===== config.mk =====
export PLATFORM = sky130hd
export DESIGN_NAME = flash_arbiter
export DESIGN_NICKNAME = d
export VERILOG_FILES = /design/src/rtl/flash_arbiter.sv
export SDC_FILE = /design/constraint.sdc
export NUM_CORES = 1
export LEC_CHECK = 0
export CORE_UTILIZATION = 49
export CTS_CLUSTER_DIAMETER = 200
export CTS_CLUSTER_SIZE = 30
export DETAILED_ROUTE_END_ITERATION = 7
export PLACE_DENSITY = 0.8
export SKIP_CTS_REPAIR_TIMING = 1
export SLEW_MARGIN = 20
export SYNTH_ARGS = -nofsm -noshare
export SYNTH_HDL_FRONTEND = slang
export SYNTH_SLANG_ARGS = --single-unit

===== constraint.sdc =====
create_clock -name ck -period 1.9 [get_ports ck]
set_clock_uncertainty 0.15 [all_clocks]
set_input_delay 0.19 -clock ck [delete_from_list [all_inputs] [get_ports ck]]
set_output_delay 0.19 -clock ck [all_outputs]
set_load 0.01 [all_outputs]

===== src/rtl/flash_arbiter.sv =====
// flash_arbiter: shares one SPI flash between an instruction-fetch reader
// (port 0) and a data/DMA reader (port 1). Each grant runs a single-bit
// READ (0x03) with a 24-bit address and returns four bytes as a
// little-endian 32-bit word. Ties alternate between the two ports.
module flash_arbiter #(
    parameter int CLK_DIV = 1,
    parameter int ADDR_W  = 24
) (
    input  logic              ck,
    input  logic              rst_n,
    input  logic              req0,
    input  logic              req1,
    input  logic [ADDR_W-1:0] addr0,
    input  logic [ADDR_W-1:0] addr1,
    output logic              ack0,
    output logic              ack1,
    output logic [31:0]       rdata,
    output logic              busy,
    output logic              spi_sck,
    output logic              spi_cs,
    output logic              spi_mosi,
    input  logic              spi_miso
);

    // Divider counter counts 0..CLK_DIV-1 within one SCK half-period.
    localparam int              CW       = (CLK_DIV > 1) ? $clog2(CLK_DIV) : 1;
    localparam logic [CW-1:0]   CNT_LAST = CW'(CLK_DIV - 1);
    localparam logic [7:0]      CMD_READ = 8'h03;
    localparam logic [5:0]      LAST_BIT = 6'd63;
    localparam logic [5:0]      LAST_OUT = 6'd31;

    typedef enum logic [2:0] {
        IDLE,
        SETUP,
        SHIFT,
        DONE,
        GAP
    } state_t;

    state_t          state;
    logic [CW-1:0]   cnt;
    logic [5:0]      bit_cnt;
    logic            pri;        // port that wins the next tie
    logic            gnt;        // port currently being served
    logic [31:0]     shreg;      // cmd+addr going out, read data coming in
    logic [1:0]      rst_sync;
    logic            rst_int_n;

    logic            win;
    logic            start;
    logic            phase_end;
    logic            bit_end;
    logic            rx_bit;
    logic [31:0]     shreg_next;

    // Address bits above 24 are dropped; narrower addresses zero-extend.
    function automatic logic [23:0] to_addr24(input logic [ADDR_W-1:0] a);
        return 24'(a);
    endfunction

    // First received byte sits in the top of the shift word; it belongs in
    // rdata[7:0], so the byte order is reversed on the way out.
    function automatic logic [31:0] byte_swap(input logic [31:0] w);
        return {w[7:0], w[15:8], w[23:16], w[31:24]};
    endfunction

    // Reset asserts immediately and releases on a clock edge.
    always_ff @(posedge ck or negedge rst_n) begin
        if (!rst_n) begin
            rst_sync <= 2'b00;
        end else begin
            rst_sync <= {rst_sync[0], 1'b1};
        end
    end

    assign rst_int_n = rst_sync[1];

    // Tie goes to the port not served last; a lone request simply wins.
    always_comb begin
        win = 1'b0;
        if (req0 && req1) begin
            win = pri;
        end else begin
            win = req1;
        end
    end

    assign start      = (state == IDLE) && (req0 || req1);
    assign phase_end  = (cnt == CNT_LAST);
    // A bit ends on the last cycle of its high phase, where SCK falls.
    assign bit_end    = (state == SHIFT) && phase_end && spi_sck;
    // Only the second half of the frame carries flash data.
    assign rx_bit     = bit_cnt[5] ? spi_miso : 1'b0;
    assign shreg_next = {shreg[30:0], rx_bit};

    // Shift word: loaded with {READ, addr} at grant, shifts once per bit.
    always_ff @(posedge ck) begin
        if (start) begin
            shreg <= {CMD_READ, win ? to_addr24(addr1) : to_addr24(addr0)};
        end else if (bit_end) begin
            shreg <= shreg_next;
        end
    end

    // Transfer sequencer with registered SPI pins, acks, rdata and busy.
    always_ff @(posedge ck or negedge rst_int_n) begin
        if (!rst_int_n) begin
            state    <= IDLE;
            cnt      <= '0;
            bit_cnt  <= '0;
            pri      <= 1'b0;
            gnt      <= 1'b0;
            ack0     <= 1'b0;
            ack1     <= 1'b0;
            rdata    <= '0;
            busy     <= 1'b0;
            spi_sck  <= 1'b0;
            spi_cs   <= 1'b1;
            spi_mosi <= 1'b0;
        end else begin
            ack0 <= 1'b0;
            ack1 <= 1'b0;
            case (state)
                IDLE: begin
                    spi_cs  <= 1'b1;
                    spi_sck <= 1'b0;
                    if (start) begin
                        gnt      <= win;
                        pri      <= ~win;
                        busy     <= 1'b1;
                        spi_cs   <= 1'b0;
                        spi_mosi <= CMD_READ[7];
                        cnt      <= '0;
                        state    <= SETUP;
                    end
                end
                SETUP: begin
                    if (phase_end) begin
                        cnt     <= '0;
                        bit_cnt <= '0;
                        state   <= SHIFT;
                    end else begin
                        cnt <= cnt + 1'b1;
                    end
                end
                SHIFT: begin
                    if (!phase_end) begin
                        cnt <= cnt + 1'b1;
                    end else begin
                        cnt <= '0;
                        if (!spi_sck) begin
                            spi_sck <= 1'b1;
                        end else begin
                            spi_sck <= 1'b0;
                            if (bit_cnt == LAST_BIT) begin
                                spi_cs   <= 1'b1;
                                spi_mosi <= 1'b0;
                                rdata    <= byte_swap(shreg_next);
                                ack0     <= ~gnt;
                                ack1     <= gnt;
                                state    <= DONE;
                            end else begin
                                bit_cnt  <= bit_cnt + 1'b1;
                                // Next outgoing bit is the one below the
                                // current MSB; the read phase drives zero.
                                spi_mosi <= (bit_cnt < LAST_OUT) ? shreg[30] : 1'b0;
                            end
                        end
                    end
                end
                DONE: begin
                    cnt   <= '0;
                    state <= GAP;
                end
                GAP: begin
                    if (phase_end) begin
                        cnt   <= '0;
                        busy  <= 1'b0;
                        state <= IDLE;
                    end else begin
                        cnt <= cnt + 1'b1;
                    end
                end
                default: begin
                    state <= IDLE;
                end
            endcase
        end
    end

endmodule


==> results.ini <==
[detailed_routing]
routed_wl_mm = 8.32
ant_nets = 0
vias = 2599
drt_iter0_markers = 268
drc = 0
wire_per_inst_um = 17.4
viasPerCell = 5.44
first_pass_iters = 8

[logic_synthesis]
postSynthCellCount = 265
avgSynthCellArea_um2 = 13.3
seq_area_frac_synth = 0.605
synth_edf_count = 24
ys.flop_type = dfrtp_1
synthArstFlopShare = 0.622
ys_types = 42
syn_nets = 319
syn_area_um2 = 3540
ys_ff_latch = 82
yosysWarnings = 0

[floorplanning]
row_count = 30
initial_core_util = 0.515
io_pins = 91
die_area_um2 = 7560
die_y_um = 87.0
core-area_um2 = 6870
dieWidth_um = 87.0

[power]
p_clk_frac = 0.401
p_int_uw = 2540
peakVddDrop_mv = 0.497
p_sw_frac = 0.225
power.switching_uw = 737
finalPower_uw = 3280
leakagePower_uw = 0.00238
seq_power_share = 0.553
p_per_area_nw_per_um2 = 650
combPwrFrac = 0.045

[critical_path]
max_stage_delay_ps = 460
cp_slowest_cell = dfrtp_2
critPathRequiredTime_ps = 2000
cp.arrival_ps = 2000
crit_path_start_kind = flop
critical_path_class = reg2reg
crit_fanout = 13
cp_cell_sequence = or3b_4 > nor2_8 > nand3_4 > clkbuf_16 > mux2_4
crit_path_end_kind = flop

[sta]
final-hold-violation-count = 0
fmax_mhz = 524
rsz0062_at_grt = yes
report.final.slew_viol_count = 0
worst_slack_ps = -7.52
period_share = 1.00
setup_violations = 2
fin_crit_ps = 1910

[global_route]
grt_max_degree = 40
grt_pass1_vias = 2546
grt_overflow = 0
antenna_found_initial = 0
grt_pass1_wl_mm = 12.8
grt_use_total = 0.229

[finish]
antenna-diode-count = 0
layout_common_cells = 90 x clkdlybuf4s50_1, 48 x dfrtp_1, 27 x mux2_4
nNetsFinal = 431
drive_gt1_frac = 0.233
stdcell_area_um2 = 5050
synthToLayoutAreaGrowth_pct = 42.8
multi_input_area_um2 = 1240
fillerInstances = 466
ff_latch_area_um2 = 2140
final_common_cell = clkdlybuf4s50_1

[placed_design]
placed_cell_area_um2 = 4740
hpwl_mm = 5.70
dp_slack_ps = -181
globalplace.congestion = 0.809
portBuffers = 90

[status]
status = finished, violations left
violations = negative setup slack

[flow_run]
maxCapViolations = 0

[worst_hold_path]
min_path_type = reg2async

[cts]
clock_latency_ps = 360
cts_sinks = 82
numCtsBuffers = 9
root_buffer = clkbuf_8
cts.path.max_buffers = 2
cts.clk_slew.worst_paths_ps = 90
cts_tree = built
htree_levels = 3

worst paths after layout:
check                           slack, ps        start          end  cells after the start
max in group asynchronous            1030  rst_sync[1]       spi_cs                      1
worst min-delay path                    8  rst_sync[1]    rdata[21]                      0
worst max-delay path                   -8     state[2]     rdata[8]                      5
worst min register to register          8  rst_sync[1]    rdata[21]                      0
min in group ck                       210  rst_sync[0]  rst_sync[1]                      0
worst max register to register         -8     state[2]     rdata[8]                      5
state kept, by name, summed over array words and instances (netlist names), 2 cells and up:
signal,cells
state,3
shreg,31
rst_sync,2
bit_cnt,6
rdata,32
metal layers:
metal  track usage  up-vias  routed length [µm]
met1         0.289     1297                3440
met4        0.0909        0                 116
met3        0.0597        9                 482
met5             0        -                   0
met2         0.377       91                4280
li1              -     1202                   -
per-stage QoR:
step / TNS [ps] / cells / hold slack [ps] / utilization
after floorplan: -5190 / 265 / -256 / -
after global placement: -473 / 457 / 5.08 / 0.691
after detailed placement: -5870 / 457 / 14.8 / 0.691
after CTS: -7440 / 473 / -181 / 0.720
after global routing: -686 / 478 / 37.1 / 0.735
final: -10.2 / 478 / 7.71 / 0.735
area by class of cell:
class	instances	share of cell area
tap	96	0.0238
inverter	25	0.0186
clock inverter	7	0.0159
timing repair buffer	120	0.249
sequential	82	0.424
clock buffer	9	0.0245
multi-input combinational	139	0.245
power by group through the flow:
stage                     combinational [µW]  sequential [µW]  clock [µW]
final                                    149             1820        1320
after global routing                     158             1820        1420
after CTS                                148             1820        1340
after detailed placement                 147             1850           0
after global placement                   146             1850           0
after floorplan                         4.68             1860           0
cell families (layout without fill, tap and decap cells):
kind of cell	after synthesis	count (layout)	share of synthesized area
adders and majority gates	1	1	0.00354
xor gates and xnor gates	4	4	0.00990
other	1	1	0.00106
DFF	82	82	0.605
buffers and inverters	44	161	0.0555
AOI/OAI and AO/OA	48	48	0.112
and+or+nand+nor	52	52	0.0799
muxes	33	33	0.133
Yosys cell counts, types with 2 or more instances:
| master | count | area share |
|---|---|---|
| a21o_1 | 2 | 0.0042 |
| a21oi_1 | 9 | 0.013 |
| a222oi_1 | 23 | 0.065 |
| a22o_1 | 4 | 0.0099 |
| and3_1 | 3 | 0.0053 |
| buf_2 | 6 | 0.0085 |
| buf_6 | 3 | 0.0096 |
| clkbuf_1 | 9 | 0.0096 |
| dfrtp_1 | 50 | 0.35 |
| dfxtp_1 | 7 | 0.040 |
| edfxtp_1 | 24 | 0.20 |
| inv_1 | 25 | 0.027 |
| mux2_2 | 5 | 0.016 |
| mux2_4 | 27 | 0.11 |
| nand2_1 | 23 | 0.024 |
| nand3_1 | 4 | 0.0057 |
| nand4_1 | 3 | 0.0053 |
| nor2_1 | 6 | 0.0064 |
| nor3_1 | 3 | 0.0042 |
| o21ai_0 | 3 | 0.0042 |
| o2bb2ai_1 | 2 | 0.0050 |
| xnor2_1 | 4 | 0.0099 |
critical path, delay by kind of cell, from the launching register on:
family	cells	cell delay [ps]
AND/OR/NAND/NOR	3	670
flip-flops	1	460
multiplexers	1	300
buffers and inverters	1	220
(Power assumes the default switching activity.)
